<file path="config.mk">
export PLATFORM = sky130hd
export DESIGN_NAME = dsi_hs_multilane_tx_flat
export DESIGN_NICKNAME = d
export VERILOG_FILES = /design/src/rtl/dsi_hs_multilane_tx_if.sv /design/src/rtl/dsi_hs_multilane_tx.sv /design/src/flat_wrapper.sv
export SDC_FILE = /design/constraint.sdc
export NUM_CORES = 1
export LEC_CHECK = 0
export CORE_MARGIN = 2
export CORE_UTILIZATION = 49
export CTS_CLUSTER_DIAMETER = 200
export CTS_CLUSTER_SIZE = 20
export DETAILED_ROUTE_END_ITERATION = 8
export PLACE_DENSITY = 0.77
export REMOVE_ABC_BUFFERS = 1
export SLEW_MARGIN = 10
export SYNTH_ARGS = -nofsm -noshare
export SYNTH_HDL_FRONTEND = slang
export SYNTH_SLANG_ARGS = --single-unit
</file>
<file path="constraint.sdc">
create_clock -name clk -period 2.9 [get_ports clk]
set_clock_uncertainty 0.2 [all_clocks]
set_input_delay 0.29 -clock clk [delete_from_list [all_inputs] [get_ports clk]]
set_output_delay 0.29 -clock clk [all_outputs]
set_load 0.005 [all_outputs]
</file>
<file path="src/rtl/dsi_hs_multilane_tx_if.sv">
// Stream, control and serdes-side signals of the multi-lane DSI HS transmitter.
// The master side is the packet assembler; the slave side is the transmitter.
interface dsi_hs_multilane_tx_if #(
    parameter int LANES = 4,
    parameter int TMR_W = 8
);
    logic                  start_rqst;
    logic [8*LANES-1:0]    inp_data;
    logic                  inp_valid;
    logic                  inp_last;
    logic [LANES-1:0]      inp_keep;
    logic                  inp_ready;
    logic                  active;
    logic                  fin_ack;
    logic                  underflow_err;
    logic [TMR_W-1:0]      hs_go_timeout;
    logic [TMR_W-1:0]      hs_trail_timeout;
    logic [8*LANES-1:0]    hs_output;
    logic [LANES-1:0]      hs_enable;

    modport master (
        output start_rqst, inp_data, inp_valid, inp_last, inp_keep,
               hs_go_timeout, hs_trail_timeout,
        input  inp_ready, active, fin_ack, underflow_err, hs_output, hs_enable
    );

    modport slave (
        input  start_rqst, inp_data, inp_valid, inp_last, inp_keep,
               hs_go_timeout, hs_trail_timeout,
        output inp_ready, active, fin_ack, underflow_err, hs_output, hs_enable
    );
endinterface

</file>
<file path="src/rtl/dsi_hs_multilane_tx.sv">
// Multi-lane DSI high-speed burst transmitter: HS-GO, SYNC, ACTIVE and TRAIL in
// lock-step on all lanes, with a per-lane trail timer so partial final beats trail early.
//
// state  | meaning
// IDLE   | HS drive off, waiting for start_rqst
// GO     | HS drive on, zero bytes for the HS-GO time
// SYNC   | one cycle emitting SYNC_SEQUENCE on every lane
// ACTIVE | one byte per lane per accepted beat
// TRAIL  | lanes repeat their trail byte until every lane's timer expires
module dsi_hs_multilane_tx #(
    parameter int         LANES         = 4,
    parameter logic [7:0] SYNC_SEQUENCE = 8'b00011101,
    parameter int         TMR_W         = 8
) (
    input  logic                  clk,
    input  logic                  rst,
    dsi_hs_multilane_tx_if.slave  bus
);
    typedef enum logic [2:0] {S_IDLE, S_GO, S_SYNC, S_ACTIVE, S_TRAIL} state_t;

    localparam logic [TMR_W-1:0] ONE = TMR_W'(1);

    state_t            state;
    state_t            state_nxt;
    logic [TMR_W-1:0]  go_cnt;
    logic [TMR_W-1:0]  trail_len;
    logic [TMR_W-1:0]  go_len_in;
    logic [TMR_W-1:0]  trail_len_in;
    logic [TMR_W-1:0]  trail_cnt [LANES];
    logic [7:0]        last_byte [LANES];
    logic [7:0]        hs_out_q  [LANES];
    logic [7:0]        lane_data [LANES];
    logic [7:0]        trail_byte[LANES];
    logic [LANES-1:0]  trailing;
    logic [LANES-1:0]  trail_done;
    logic [LANES-1:0]  trail_end;
    logic [LANES-1:0]  keep_eff;
    logic [LANES-1:0]  hs_en_q;
    logic              active_q;
    logic              fin_q;
    logic              underflow_q;
    logic              all_done_nxt;

    assign go_len_in    = (bus.hs_go_timeout    == '0) ? ONE : bus.hs_go_timeout;
    assign trail_len_in = (bus.hs_trail_timeout == '0) ? ONE : bus.hs_trail_timeout;
    assign keep_eff     = bus.inp_keep | LANES'(1);

    for (genvar g = 0; g < LANES; g++) begin : g_lane
        assign lane_data[g]            = bus.inp_data[8*g +: 8];
        assign trail_byte[g]           = {8{~last_byte[g][0]}};
        assign bus.hs_output[8*g +: 8] = hs_out_q[g];
    end

    // A lane whose timer reads 1 drops HS drive on this edge.
    always_comb begin
        trail_end = '0;
        for (int i = 0; i < LANES; i++) begin
            trail_end[i] = trailing[i] && (trail_cnt[i] == ONE);
        end
    end

    assign all_done_nxt = &(trail_done | trail_end);

    always_ff @(posedge clk or posedge rst) begin
        if (rst) begin
            state <= S_IDLE;
        end else begin
            state <= state_nxt;
        end
    end

    always_comb begin
        state_nxt = state;
        case (state)
            S_IDLE:   if (bus.start_rqst) state_nxt = S_GO;
            S_GO:     if (go_cnt == ONE) state_nxt = S_SYNC;
            S_SYNC:   state_nxt = S_ACTIVE;
            S_ACTIVE: if (!bus.inp_valid || bus.inp_last) state_nxt = S_TRAIL;
            S_TRAIL:  if (all_done_nxt) state_nxt = S_IDLE;
            default:  state_nxt = S_IDLE;
        endcase
    end

    always_ff @(posedge clk or posedge rst) begin
        if (rst) begin
            go_cnt      <= '0;
            trail_len   <= '0;
            trailing    <= '0;
            trail_done  <= '0;
            hs_en_q     <= '0;
            active_q    <= 1'b0;
            fin_q       <= 1'b0;
            underflow_q <= 1'b0;
            for (int i = 0; i < LANES; i++) begin
                trail_cnt[i] <= '0;
                last_byte[i] <= '0;
                hs_out_q[i]  <= '0;
            end
        end else begin
            fin_q       <= 1'b0;
            underflow_q <= 1'b0;
            case (state)
                S_IDLE: begin
                    if (bus.start_rqst) begin
                        go_cnt     <= go_len_in;
                        active_q   <= 1'b1;
                        trailing   <= '0;
                        trail_done <= '0;
                    end
                end
                S_GO: begin
                    go_cnt  <= go_cnt - ONE;
                    hs_en_q <= '1;
                    for (int i = 0; i < LANES; i++) begin
                        hs_out_q[i] <= '0;
                    end
                end
                S_SYNC: begin
                    for (int i = 0; i < LANES; i++) begin
                        hs_out_q[i]  <= SYNC_SEQUENCE;
                        last_byte[i] <= SYNC_SEQUENCE;
                    end
                end
                S_ACTIVE: begin
                    if (!bus.inp_valid || bus.inp_last) begin
                        trail_len <= trail_len_in;
                    end
                    underflow_q <= !bus.inp_valid;
                    // Starved cycle behaves as a final beat with no lanes kept.
                    for (int i = 0; i < LANES; i++) begin
                        if (bus.inp_valid && (!bus.inp_last || keep_eff[i])) begin
                            hs_out_q[i]  <= lane_data[i];
                            last_byte[i] <= lane_data[i];
                        end else begin
                            hs_out_q[i]  <= trail_byte[i];
                            trail_cnt[i] <= trail_len_in;
                            trailing[i]  <= 1'b1;
                        end
                    end
                end
                S_TRAIL: begin
                    for (int i = 0; i < LANES; i++) begin
                        if (trail_end[i]) begin
                            hs_en_q[i]    <= 1'b0;
                            hs_out_q[i]   <= '0;
                            trailing[i]   <= 1'b0;
                            trail_done[i] <= 1'b1;
                        end else if (trailing[i]) begin
                            trail_cnt[i] <= trail_cnt[i] - ONE;
                        end else if (!trail_done[i]) begin
                            hs_out_q[i]  <= trail_byte[i];
                            trail_cnt[i] <= trail_len;
                            trailing[i]  <= 1'b1;
                        end
                    end
                    if (all_done_nxt) begin
                        fin_q    <= 1'b1;
                        active_q <= 1'b0;
                    end
                end
                default: ;
            endcase
        end
    end

    assign bus.inp_ready     = (state == S_ACTIVE);
    assign bus.active        = active_q;
    assign bus.fin_ack       = fin_q;
    assign bus.underflow_err = underflow_q;
    assign bus.hs_enable     = hs_en_q;
endmodule

</file>
<file path="src/flat_wrapper.sv">
// flat-port wrapper written by rule: the top's interface ports become plain ports
module dsi_hs_multilane_tx_flat 
#(
    parameter int         LANES         = 4,
    parameter logic [7:0] SYNC_SEQUENCE = 8'b00011101,
    parameter int         TMR_W         = 8
)
  (clk, rst, bus_start_rqst, bus_inp_data, bus_inp_valid, bus_inp_last, bus_inp_keep, bus_hs_go_timeout, bus_hs_trail_timeout, bus_inp_ready, bus_active, bus_fin_ack, bus_underflow_err, bus_hs_output, bus_hs_enable);
  dsi_hs_multilane_tx_if #(.LANES(LANES), .TMR_W(TMR_W)) bus_i ();
  input  logic clk;
  input  logic rst;
  input wire logic [$bits(bus_i.start_rqst)-1:0] bus_start_rqst;
  input wire logic [$bits(bus_i.inp_data)-1:0] bus_inp_data;
  input wire logic [$bits(bus_i.inp_valid)-1:0] bus_inp_valid;
  input wire logic [$bits(bus_i.inp_last)-1:0] bus_inp_last;
  input wire logic [$bits(bus_i.inp_keep)-1:0] bus_inp_keep;
  input wire logic [$bits(bus_i.hs_go_timeout)-1:0] bus_hs_go_timeout;
  input wire logic [$bits(bus_i.hs_trail_timeout)-1:0] bus_hs_trail_timeout;
  output wire logic [$bits(bus_i.inp_ready)-1:0] bus_inp_ready;
  output wire logic [$bits(bus_i.active)-1:0] bus_active;
  output wire logic [$bits(bus_i.fin_ack)-1:0] bus_fin_ack;
  output wire logic [$bits(bus_i.underflow_err)-1:0] bus_underflow_err;
  output wire logic [$bits(bus_i.hs_output)-1:0] bus_hs_output;
  output wire logic [$bits(bus_i.hs_enable)-1:0] bus_hs_enable;
  assign bus_i.start_rqst = bus_start_rqst;
  assign bus_i.inp_data = bus_inp_data;
  assign bus_i.inp_valid = bus_inp_valid;
  assign bus_i.inp_last = bus_inp_last;
  assign bus_i.inp_keep = bus_inp_keep;
  assign bus_i.hs_go_timeout = bus_hs_go_timeout;
  assign bus_i.hs_trail_timeout = bus_hs_trail_timeout;
  assign bus_inp_ready = bus_i.inp_ready;
  assign bus_active = bus_i.active;
  assign bus_fin_ack = bus_i.fin_ack;
  assign bus_underflow_err = bus_i.underflow_err;
  assign bus_hs_output = bus_i.hs_output;
  assign bus_hs_enable = bus_i.hs_enable;
  dsi_hs_multilane_tx #(.LANES(LANES), .SYNC_SEQUENCE(SYNC_SEQUENCE), .TMR_W(TMR_W)) u_core (.clk(clk), .rst(rst), .bus(bus_i));
endmodule
</file>
==> results of run 1 <==
per-stage QoR:
step	setup TNS [ps]	total power, mW	util, %
floorplan	-89820	2.63	-
global placement	0	3.01	61.1
detailed placement	0	3.07	61.1
CTS	0	4.33	63.8
global route	0	4.58	63.8
finish	0	4.34	63.8
metal layers:
metal	vias to the layer above	share of wire, %	GRT usage [%]
met5	-	0	0
met4	0	2.9	12.2
met3	36	5.4	3.70
met2	212	49	43.1
met1	2702	42	32.7
li1	2624	-	-
path summary, 6_finish.rpt:
| kind | slack [ps] | endpoint | start | cells after the start |
|---|---|---|---|---|
| setup / recovery | 300 | bus_inp_ready | u_core.state[1] | 4 |
| hold / removal | 40 | u_core.bus.hs_output[29] | rst | 2 |
| setup reg to reg | 340 | u_core.trail_cnt[20] | u_core.trail_cnt[18] | 5 |
| hold reg to reg | 280 | u_core.bus.hs_output[27] | u_core.bus.hs_output[27] | 2 |
| max in group asynchronous | 1860 | u_core.trail_cnt[12] | rst | 3 |
| min in group clk | 280 | u_core.bus.hs_output[27] | u_core.bus.hs_output[27] | 2 |
layout make-up:
class                      count  area (µm²)  share of cell area [%]
clock inverter                 4        53.8                   0.729
clock buffer                  12         256                    3.48
multi-input combinational    501        3040                    41.1
timing repair buffer         119        1160                    15.7
tap                          143         179                    2.42
inverter                      38         145                    1.97
sequential                   102        2550                    34.6
sequential cells by signal (all words and copies together) (netlist names):
name,flops
u_core.trail_cnt,32
u_core.trailing,4
u_core.bus.fin_ack,1
u_core.trail_len,8
u_core.trail_done,4
u_core.bus.hs_enable,4
u_core.last_byte,4
u_core.bus.underflow_err,1
u_core.go_cnt,8
u_core.bus.hs_output,32
u_core.bus.active,1
u_core.state,3
Yosys cell counts, types with 11 or more instances:
library cell and n:
dfrtp_1 102, o21ai_0 67, nand2_1 74, mux2_2 15, clkbuf_1 30, inv_1 37, a21o_1 11, o2bb2ai_1 24
nor3_1 14, nor2_1 65, a21oi_1 62, a31oi_1 11
cell families after synthesis:
group	count (synthesis)
buf+inv	73
compound gates	240
simple gates	219
flops	102
xor+xnor	14
mux	18
fa+ha+maj	10
layout by cell type, fill, tap and decap left out, drive strengths merged, types with 8 or more instances in the layout:
cell type / instances
nand2b: 9
buf: 24
dfrtp: 102
xnor2: 8
inv: 38
o211ai: 9
mux2: 15
clkdlybuf4s50: 95
clkbuf: 12
a31oi: 11
nor3: 14
nor2b: 8
ha: 10
o2bb2ai: 24
a21oi: 63
a21o: 11
nand2: 74
nor2: 66
nor4: 8
o21ai: 78
worst max-delay path, delay by kind of cell, from the launching register on:
kind	cells	cell delay, ps
buffers and inverters	2	930
AND/OR/NAND/NOR	2	320
flip-flops	1	490
power by group through the flow:
| stage | registers, mW | clock network [mW] | logic (mW) |
|---|---|---|---|
| CTS | 1.86 | 1.28 | 1.19 |
| detailed placement | 1.88 | 0 | 1.19 |
| global route | 1.90 | 1.33 | 1.35 |
| floorplan | 1.88 | 0 | 0.750 |
| global placement | 1.87 | 0 | 1.14 |
| finish | 1.87 | 1.27 | 1.20 |
==> impl_metrics.py, run 1 <==
metrics = {
    "power_and_ir_drop": {
        "power.leakage_nw": 3.08,
        "p_sw_mw": 1.48,
        "internal_power_mw": 2.87,
        "peakVddDrop_uv": 433,
        "p_seq_share_pct": 43.0,
        "cellPowerDensity_nw_per_um2": 588,
        "power_frac_clock_pct": 29.3,
        "switching_share_pct": 34.0,
        "combPwrFrac_pct": 27.7,
    },
    "floorplan": {
        "initial_utilization_pct": 50.7,
        "fp.dieArea_um2": 12900,
        "die_w_um": 113,
        "rows": 39,
        "ios": 97,
        "core_region_area_um2": 11600,
        "die_y_um": 113,
    },
    "clock_network": {
        "clock-sinks": 102,
        "cts_root_buf": "clkbuf_16",
        "hold_buffers": 0,
        "clock_latency_ps": 360,
        "clkSlewWorstSetupHoldPaths_ps": 70,
        "clockBufferDepth": 2,
        "h-tree-depth": 3,
        "cts_setup_buffers": 0,
        "cts_tree": "done",
        "numCtsBuffers": 9,
        "cts-resized-gates": 0,
    },
    "critical_path": {
        "cp_slowest_stage_delay_ps": 590,
        "cp_cell_sequence": "nor2b_1 -> nand2_1 -> clkinv_1 -> clkdlybuf4s50_1",
        "worst_setup_path_start_kind": "flip-flop",
        "required_ps": 2410,
        "critPathArrivalTime_ps": 2110,
        "end_kind": "primary output",
        "crit_fanout": 13,
        "cpMaxStageDelayCell": "clkdlybuf4s50_1",
        "worstSetupPathType": "flip-flop to primary output",
    },
    "synth": {
        "netlist_instances": 676,
        "synthXorXnorAreaFrac_pct": 2.09,
        "ys_types": 63,
        "synth-edff-count": 0,
        "synthFlopType": "dfrtp_1",
        "synthMuxAreaShare_pct": 3.39,
        "synth-seq-cells": 102,
        "synth_top_family_by_area": "compound AO/OA/AOI/OAI gates",
        "ys_warn_count": 0,
        "ys_top_cells_by_area": "dfrtp_1, o21ai_0, a21oi_1",
        "synth_adder_area_share_pct": 2.13,
        "synth_compound_area_share_pct": 26.0,
        "syn_area_per_cell_um2": 8.67,
        "yosys.area.top_type_share_pct": 43.6,
        "synthSimpleGateAreaFrac_pct": 18.1,
        "synthArstFlopShare_pct": 100,
        "synth_area_um2": 5860,
        "ys_seq_area_share_pct": 43.6,
        "synth_largest_area_cell": "dfrtp_1",
    },
    "timing": {
        "maxSlewViolCount": 0,
        "setup_ws_ps": 300,
        "rsz0062_at_grt": "no",
        "slew_headroom_pct": 53.8,
        "post-route-period-util_pct": 89.7,
        "hold_violations": 0,
        "setup_viol": 0,
        "max_freq_mhz": 385,
        "fin_crit_ps": 2600,
        "whs_ps": 36.2,
        "worst-slew-pin-transition_ps": 693,
    },
    "run": {
        "cap_violations": 0,
    },
    "global_routing": {
        "grt_usage_pct": 25.6,
        "grt_pass1_vias": 5395,
        "grt_max_degree": 61,
        "overflow": 0,
        "grt_antenna_before_repair": 0,
        "grt_pass1_wl_um": 26300,
    },
    "detailed_routing": {
        "drtAntennaViolNets": 0,
        "vias": 5574,
        "dr.first_iter.drc_count": 500,
        "drt-vias-per-instance": 6.07,
        "first_pass_iters": 5,
        "route.detailed.drc": 0,
        "routedWlPerCell_um": 17.6,
        "finalWirelength_um": 16200,
    },
    "placement": {
        "place_hpwl_um": 11500,
        "port_buffers": 95,
        "post-place-ws_ps": 380,
        "placed_cells": 903,
        "place_congestion": 0.868,
        "postPlaceCellArea_um2": 7070,
    },
    "run_status": {
        "outcome": "finished clean",
    },
    "layout": {
        "nFillCells": 964,
        "nNetsFinal": 838,
        "fin_cells": 919,
        "drive_gt1_share_pct": 8.63,
        "postLayoutCellArea_um2": 7380,
        "diodes": 0,
        "syn2layout_area_growth_pct": 25.9,
    },
    "worst_hold_path": {
        "hp-class": "primary input to asynchronous set/reset pin",
    },
}
No activity file was read; power rests on OpenSTA's default activity.
==> run 2: changes to the inputs <==
Settings changed: CORE_UTILIZATION 49 to 40, CTS_BUF_LIST set to sky130_fd_sc_hd__clkbuf_8 sky130_fd_sc_hd__clkbuf_16, PLACE_DENSITY 0.77 to 0.65.
==> impl_metrics.py, run 2 (same netlist as run 1, synthesis figures left out) <==
metrics = {
    "timing": {
        "maxSlewViolCount": 0,
        "fin_crit_ps": 2670,
        "slew_headroom_pct": 48.8,
        "setup_viol": 0,
        "post-route-period-util_pct": 92.0,
        "setup_ws_ps": 231,
        "whs_ps": 167,
        "worst-slew-pin-transition_ps": 761,
        "hold_violations": 0,
        "rsz0062_at_grt": "no",
        "max_freq_mhz": 375,
    },
    "placement": {
        "post-place-ws_ps": 99.9,
        "place_hpwl_um": 11900,
        "place_congestion": 0.872,
        "port_buffers": 95,
    },
    "critical_path": {
        "cp_slowest_stage_delay_ps": 550,
        "r2r_slack_ps": 320,
        "critPathArrivalTime_ps": 2180,
        "worstSetupPathType": "flip-flop to primary output",
        "cp_cell_sequence": "nor2b_1 -> nand2_1 -> buf_4 -> clkinv_1 -> clkdlybuf4s50_1",
        "required_ps": 2410,
        "end_kind": "primary output",
        "crit_fanout": 12,
        "cpMaxStageDelayCell": "dfrtp_1",
        "worst_setup_path_start_kind": "flip-flop",
    },
    "clock_network": {
        "clock-sinks": 102,
        "h-tree-depth": 3,
        "numCtsBuffers": 9,
        "cts_setup_buffers": 0,
        "hold_buffers": 0,
        "clockBufferDepth": 2,
        "clkSlewWorstSetupHoldPaths_ps": 70,
        "clock_latency_ps": 350,
        "cts_tree": "done",
        "cts_root_buf": "clkbuf_16",
    },
    "layout": {
        "layout_common_cells": "dfrtp_1, clkdlybuf4s50_1, nand2_1",
        "drive_gt1_share_pct": 8.89,
        "mostFrequentLayoutCell": "dfrtp_1",
        "nNetsFinal": 838,
        "nFillCells": 1329,
        "syn2layout_area_growth_pct": 26.4,
        "multiInputGateArea_um2": 3040,
        "seq_area_um2": 2550,
        "diodes": 0,
    },
    "power_and_ir_drop": {
        "power.leakage_nw": 3.08,
        "cellPowerDensity_nw_per_um2": 572,
        "peakVddDrop_uv": 358,
    },
    "floorplan": {
        "initial_utilization_pct": 40.6,
        "core_region_area_um2": 14400,
        "die_y_um": 125,
        "fp.dieArea_um2": 15600,
        "die_w_um": 125,
        "ios": 97,
        "rows": 44,
    },
    "detailed_routing": {
        "first_pass_iters": 5,
        "finalWirelength_um": 16300,
        "vias": 5479,
        "route.detailed.drc": 0,
        "dr.first_iter.drc_count": 341,
        "drt-vias-per-instance": 5.71,
        "drtAntennaViolNets": 0,
        "routedWlPerCell_um": 17.0,
    },
    "run_status": {
        "outcome": "finished clean",
    },
    "global_routing": {
        "grt_max_degree": 49,
        "grt_pass1_wl_um": 27200,
        "grt_pass1_vias": 5457,
        "grt_usage_pct": 21.2,
        "overflow": 0,
        "grt_antenna_before_repair": 0,
    },
    "run": {
        "cap_violations": 0,
    },
    "worst_hold_path": {
        "hp-class": "primary input to asynchronous set/reset pin",
    },
}
-- run 2: cell count changes in the layout (fill, tap and decap cells not counted) --
cell and delta:
clkbuf_1 -1, o22ai_1 -1, inv_8 +1, o22ai_2 +1, clkinv_2 +1, clkbuf_8 -2, clkinv_4 +2, bufinv_16 -1
-- run 2: through the flow --
stage | area, µm² | setup TNS, ps | power, mW | cells | utilization [%]
2_1_floorplan | 5730 | -89820 | 2.63 | 641 | -
3_3_place_gp | 7120 | 0 | 3.03 | 944 | 49.4
3_5_place_dp | 7120 | 0 | 3.07 | 944 | 49.4
4_1_cts | 7400 | 0 | 4.25 | 960 | 51.3
5_1_grt | 7410 | 0 | 4.50 | 960 | 51.4
6_report | 7410 | 0 | 4.24 | 960 | 51.4
-- run 2: critical path, delay by kind of cell (launching register included) --
kind,cells,cell delay [ps]
buffers and inverters,3,880
and+or+nand+nor,2,400
DFF,1,550
-- run 2: final cells by class --
type | count | area share [%]
Tap cell | 184 | 3.11
Timing Repair Buffer | 119 | 15.6
Inverter | 38 | 1.96
Sequential cell | 102 | 34.4
Clock buffer | 9 | 3.04
Clock inverter | 7 | 0.777
Multi-Input combinational cell | 501 | 41.1
-- run 2: path summary, 6_finish.rpt --
kind	startpoint	endpoint	cells past startpoint
setup / recovery	u_core.state[1]	bus_inp_ready	5
hold / removal	rst	u_core.bus.hs_output[29]	2
setup reg to reg	u_core.state[1]	u_core.trail_cnt[13]	5
hold reg to reg	u_core.bus.hs_output[2]	u_core.bus.hs_output[2]	1
max in group asynchronous	rst	u_core.trail_cnt[16]	3
min in group clk	u_core.bus.hs_output[2]	u_core.bus.hs_output[2]	1
-- run 2: what timing repair did --
action / 4_1_cts / 5_1_grt
resized for setup: 0 / 1
endpoints found under the hold margin: 0 / 0
setup endpoints to repair: 0 / 4
-- run 2: where the power goes --
group / internal [mW] / total, mW / switching, mW / leakage [nW]
Combinational: 0.532 / 1.21 / 0.680 / 1.66
Clock: 0.593 / 1.17 / 0.576 / 0.134
Sequential: 1.62 / 1.86 / 0.237 / 1.28
-- run 2: per-layer routing --
layer | global-route usage (%) | vias to the layer above | wire [µm]
met5 | 0 | - | 0
met4 | 9.15 | 0 | 416
met3 | 3.47 | 35 | 741
met2 | 34.0 | 149 | 7730
met1 | 28.7 | 2663 | 7430
li1 | - | 2632 | -
